### src/rtl/seg7_pkg.sv
// Shared constants for the scanned 7-segment display path.
// Holds the hex glyph table, the scan state type and the digit count.
package seg7_pkg;

  localparam int NUM_DIGITS = 4;

  typedef enum logic [0:0] {
    BLANK = 1'b0,
    ON    = 1'b1
  } scan_state_t;

  // Active-high glyphs, bit order {g,f,e,d,c,b,a}
  localparam logic [6:0] HEX_SEG [16] = '{
    7'h3F, 7'h06, 7'h5B, 7'h4F,
    7'h66, 7'h6D, 7'h7D, 7'h07,
    7'h7F, 7'h6F, 7'h77, 7'h7C,
    7'h39, 7'h5E, 7'h79, 7'h71
  };

endpackage

### src/rtl/hex7seg_decode.sv
// Nibble to active-high 7-segment glyph.
// Purely combinational; polarity is handled by the caller.
module hex7seg_decode
  import seg7_pkg::*;
(
  input  logic [3:0] nibble,
  output logic [6:0] seg
);

  assign seg = HEX_SEG[nibble];

endmodule

### src/rtl/pc_seg7_scan.sv
// Multiplexed 4-digit scanner for the 6502 pc_monitor bus.
// Samples slowly, swaps the shown value only at frame wrap.
module pc_seg7_scan
  import seg7_pkg::*;
#(
  parameter int REFRESH_DIV    = 6250,
  parameter int BLANK_CYCLES   = 250,
  parameter int SAMPLE_DIV     = 2500000,
  parameter bit SEG_ACTIVE_LOW = 1'b1,
  parameter bit DIG_ACTIVE_LOW = 1'b1
) (
  input  logic        clk25,
  input  logic        rst_n,
  input  logic [15:0] value_in,
  input  logic        hold,
  input  logic [3:0]  dp_in,
  output logic [6:0]  seg_out,
  output logic        dp_out,
  output logic [3:0]  dig_out,
  output logic        frame_tick
);

  localparam int RW = $clog2(REFRESH_DIV);
  localparam int SW = $clog2(SAMPLE_DIV);

  localparam logic [RW-1:0] SLOT_LAST =
    RW'(REFRESH_DIV - 1);
  localparam logic [RW-1:0] BLANK_LAST =
    RW'(BLANK_CYCLES > 0 ? BLANK_CYCLES - 1 : 0);
  localparam logic [SW-1:0] SAMPLE_LAST =
    SW'(SAMPLE_DIV - 1);
  localparam logic [1:0] IDX_LAST =
    2'(NUM_DIGITS - 1);

  localparam logic [6:0] SEG_OFF =
    SEG_ACTIVE_LOW ? 7'h7F : 7'h00;
  localparam logic DP_OFF = SEG_ACTIVE_LOW;
  localparam logic [3:0] DIG_OFF =
    DIG_ACTIVE_LOW ? 4'hF : 4'h0;

  scan_state_t   state;
  logic [RW-1:0] slot;
  logic [1:0]    idx;
  logic [SW-1:0] scnt;

  logic [15:0] pend_val;
  logic [3:0]  pend_dp;
  logic        pend_valid;
  logic [15:0] disp_val;
  logic [3:0]  disp_dp;

  logic       sample_wrap;
  logic       slot_end;
  logic       frame_wrap;
  logic       blank_end;
  logic       seg_load;
  logic [3:0] cur_nib;
  logic [6:0] dec_seg;
  logic [3:0] dig_on;

  assign sample_wrap = (scnt == SAMPLE_LAST);
  assign slot_end    = (state == ON) &&
                       (slot == SLOT_LAST);
  assign frame_wrap  = slot_end && (idx == IDX_LAST);
  assign blank_end   = (state == BLANK) &&
                       ((BLANK_CYCLES == 0) ||
                        (slot == BLANK_LAST));

  // Without blanking the glyph must still reload at slot start
  assign seg_load = (state == BLANK) ||
                    ((BLANK_CYCLES == 0) && (slot == '0));

  assign cur_nib = disp_val[{idx, 2'b00} +: 4];
  assign dig_on  = 4'b0001 << idx;

  hex7seg_decode u_dec (
    .nibble (cur_nib),
    .seg    (dec_seg)
  );

  // A sample landing on the wrap cycle becomes the next pending value
  always_ff @(posedge clk25) begin
    if (!rst_n) begin
      scnt       <= '0;
      pend_val   <= '0;
      pend_dp    <= '0;
      pend_valid <= 1'b0;
      disp_val   <= '0;
      disp_dp    <= '0;
    end else begin
      scnt <= sample_wrap ? '0 : scnt + SW'(1);
      if (frame_wrap && pend_valid) begin
        disp_val   <= pend_val;
        disp_dp    <= pend_dp;
        pend_valid <= 1'b0;
      end
      if (sample_wrap && !hold) begin
        pend_val   <= value_in;
        pend_dp    <= dp_in;
        pend_valid <= 1'b1;
      end
    end
  end

  always_ff @(posedge clk25) begin
    if (!rst_n) begin
      state <= BLANK;
      slot  <= '0;
      idx   <= '0;
    end else begin
      unique case (state)
        BLANK: begin
          slot <= slot + RW'(1);
          if (blank_end) begin
            state <= ON;
          end
        end
        ON: begin
          if (slot_end) begin
            slot  <= '0;
            idx   <= idx + 2'd1;
            state <= (BLANK_CYCLES == 0) ? ON : BLANK;
          end else begin
            slot <= slot + RW'(1);
          end
        end
        default: begin
          state <= BLANK;
        end
      endcase
    end
  end

  always_ff @(posedge clk25) begin
    if (!rst_n) begin
      seg_out    <= SEG_OFF;
      dp_out     <= DP_OFF;
      dig_out    <= DIG_OFF;
      frame_tick <= 1'b0;
    end else begin
      frame_tick <= frame_wrap;
      dig_out    <= (state == ON) ?
                    (dig_on ^ DIG_OFF) : DIG_OFF;
      if (seg_load) begin
        seg_out <= dec_seg ^ SEG_OFF;
        dp_out  <= disp_dp[idx] ^ DP_OFF;
      end
    end
  end

endmodule

### config.mk
export PLATFORM = sky130hd
export DESIGN_NAME = pc_seg7_scan
export DESIGN_NICKNAME = d
export VERILOG_FILES = /design/src/rtl/seg7_pkg.sv /design/src/rtl/hex7seg_decode.sv /design/src/rtl/pc_seg7_scan.sv
export SDC_FILE = /design/constraint.sdc
export NUM_CORES = 1
export LEC_CHECK = 0
export ABC_AREA = 1
export BUFFER_PORTS_ARGS = -buffer_cell sky130_fd_sc_hd__buf_2
export CORE_ASPECT_RATIO = 1.2
export CORE_MARGIN = 4
export CORE_UTILIZATION = 39
export CTS_CLUSTER_DIAMETER = 40
export CTS_CLUSTER_SIZE = 20
export DETAILED_ROUTE_END_ITERATION = 8
export SYNTH_ARGS = -nofsm -noshare
export SYNTH_HDL_FRONTEND = slang
export SYNTH_SLANG_ARGS = --single-unit
### constraint.sdc
create_clock -name clk25 -period 4.09 [get_ports clk25]
set_input_delay 0.818 -clock clk25 [delete_from_list [all_inputs] [get_ports clk25]]
set_output_delay 0.818 -clock clk25 [all_outputs]
set_load 0.02 [all_outputs]
==> results.ini <==
[outcome]
outcome=finished, final reports clean

[synth]
yosys-top-cells-count=nand2_1, inv_1, nor2_1
synth_cell_types=24
synth_edf_count=0
synth_nets=744
synth_area_sq_um=4580
synth_area_leaders=dfxtp_1, nand2_1, inv_1
synth_top_area_cell=dfxtp_1
ys.flop_type=dfxtp_1
synth_top_cell_area_share=0.402
synth.most_common_cell=nand2_1
synth_cells=708
synthArstFlopShare=0
syn_avg_cell_area_sq_um=6.47
ys_ff_latch=92
yosys_warnings=0
synth-seq-area-share=0.402

[min_path]
hold_class=flip-flop to flip-flop
min_path_cells=2

[critical_path]
cp_max_fo=22
crit_arrival_ns=2.88
cp_cell_sequence=ha_1 > nand2_1 > nor2_1 > nand2_1 > nor2_2 > nand3_2 > nand2_1 > inv_1 > nor2_1
reg2reg_from=scnt[0]$_SDFF_PP0_
start_kind=flip-flop
endpoint_kind=flip-flop
startpoint=scnt[0]$_SDFF_PP0_
slowest_stage=nor2_2
cpMostUsedCell=nand2_1
slowest_delay_ns=0.67
rr_worst_depth=9
rrSetupSlack_ns=1.49
required_ns=4.36
crit_end=pend_val[9]$_SDFFE_PN0P_
reg2reg_to=pend_val[9]$_SDFFE_PN0P_
path_class=flip-flop to flip-flop

[sta]
timing.fmax_mhz=384
fin_crit_sh=0.637
slew_violations=0
fin_crit_ns=2.60
hold_slack_ns=0.469
hold_viol=0
worst_clock_skew_ns=0.00652
tightest_slew_ns=0.854
setup_ws_ns=1.49
setup_viol=0
rsz0062_at_grt=false
relSlewSlack=0.430
fin_tns_setup_ns=0

[pwr]
power.density_nw_per_um2=354
ir_worst_vdd_mv=0.241
p_total_mw=1.83
leakagePower_nw=2.32

[placement]
portBuffers=35
hpwl_um=7040
gp_congestion=0.872
placedCellCount=880
dp_slack_ns=1.49

[detailed_routing]
vias=4095
wl_per_cell_um=10.9
drt_iter0_drc=204
dr.pass1.iters=4
drc_errors=0
drtAntennaViolNets=0
viasPerCell=4.57
routed_wirelength_um=9780

[clocking]
clock_latency_ns=0.34
clkSlewWorstSetupHoldPaths_ns=0.07
cts_buffer_depth=2
cts_max_level=3
clock-root-buffer=clkbuf_16
cts_made_buffers=9
clock-sinks=92
cts_hold_buf=0
ctsResizeCount=0
cts_tree=done
cts_setup_buffers=0

[floorplanning]
initial_core_util=0.398
die_w_um=107
coreArea_sq_um=11500
die_h_um=127
die_area_sq_um=13600
io-pin-count=36
placementRows=43

[grt]
grt_usage=0.151
grt_pass1_vias=3918
antenna_found_initial=0
grt_max_degree=41
grt_pass1_wl_um=17100
grt_overflow=0

[cells_and_area]
diodes=0
fill_cells=1253
stdcell_count=896
area_growth_pct=12.8
drive_gt1_frac=0.0866
nets=770

[run]
cap_violations=0

[power breakdown]
part / leakage, nW / internal (mW) / switching [mW]
Sequential: 0.744 / 0.903 / 0.00551
Clock: 0.149 / 0.485 / 0.374
Combinational: 1.43 / 0.0206 / 0.0387
[registers in the layout, summed over array words and instances (netlist names)]
register	flops
scnt	22
slot	13
dig_out	4
pend_val	16
state	1
pend_valid	1
disp_dp	4
seg_out	7
pend_dp	4
disp_val	16
dp_out	1
idx	2
frame_tick	1
[worst min-delay path by stage]
| stage | startpoint | endpoint | slack, ns |
|---|---|---|---|
| after floorplan | slot[0]$_SDFF_PN0_ | slot[0]$_SDFF_PN0_ | 0.43 |
| after global placement | slot[0]$_SDFF_PN0_ | slot[0]$_SDFF_PN0_ | 0.45 |
| after detailed placement | seg_out[1]$_SDFFE_PN1N_ | seg_out[1]$_SDFFE_PN1N_ | 0.45 |
| final | seg_out[1]$_SDFFE_PN1N_ | seg_out[1]$_SDFFE_PN1N_ | 0.47 |
| after CTS | scnt[19]$_SDFF_PP0_ | scnt[19]$_SDFF_PP0_ | 0.47 |
| after global routing | scnt[21]$_SDFF_PP0_ | scnt[21]$_SDFF_PP0_ | 0.50 |
[layout by cell type (no fill, tap or decap), types with 4 or more instances in the layout]
cell type / Yosys / routed
a21oi_1: 30 / 30
buf_2: 7 / 35
clkbuf_16: 0 / 9
dfxtp_1: 92 / 92
ha_1: 13 / 13
inv_1: 126 / 126
inv_6: 0 / 5
nand2_1: 189 / 189
nand3_1: 33 / 33
nand4_1: 31 / 31
nor2_1: 119 / 119
nor3_1: 11 / 11
o21ai_0: 17 / 17
xnor2_1: 6 / 6
xor2_1: 4 / 4
[area by class of cell]
class	count	area, sq um	area share
Timing Repair Buffer	38	198	0.0382
Clock buffer	10	229	0.0443
Sequential cell	92	1840	0.356
Tap cell	157	196	0.0380
Clock inverter	6	73.8	0.0143
Inverter	127	477	0.0922
Multi-Input combinational cell	466	2150	0.417
[stage by stage]
| step | instance area [sq um] | util |
|---|---|---|
| 6_report | 5170 | 0.449 |
| 5_1_grt | 5170 | 0.449 |
| 4_1_cts | 5170 | 0.449 |
| 3_3_place_gp | 4870 | 0.423 |
| 3_5_place_dp | 4870 | 0.423 |
| 2_1_floorplan | 4580 | - |
[cells by family after synthesis]
family | Yosys count | synth area share
adders and majority gates | 13 | 0.0355
and+or+nand+nor | 396 | 0.364
AOI/OAI and AO/OA | 47 | 0.0513
buffers and inverters | 150 | 0.128
DFF | 92 | 0.402
xor gates and xnor gates | 10 | 0.0191
[routing by layer]
| layer | global-route usage | wire (um) | up-vias | share of wire |
|---|---|---|---|---|
| met5 | 0 | 0 | - | 0 |
| met3 | 0.0300 | 283 | 16 | 0.029 |
| met1 | 0.185 | 4680 | 1811 | 0.48 |
| li1 | - | - | 2211 | - |
| met4 | 0.0549 | 172 | 0 | 0.018 |
| met2 | 0.261 | 4650 | 57 | 0.48 |
[critical path: cells and delay by family (launching register included)]
family                   cells  cell delay (ns)
AND/OR/NAND/NOR              7             1.85
flip-flops                   1             0.42
adder cells (fa/ha/maj)      1             0.19
buffers and inverters        1             0.06
(Power assumes the default switching activity.)
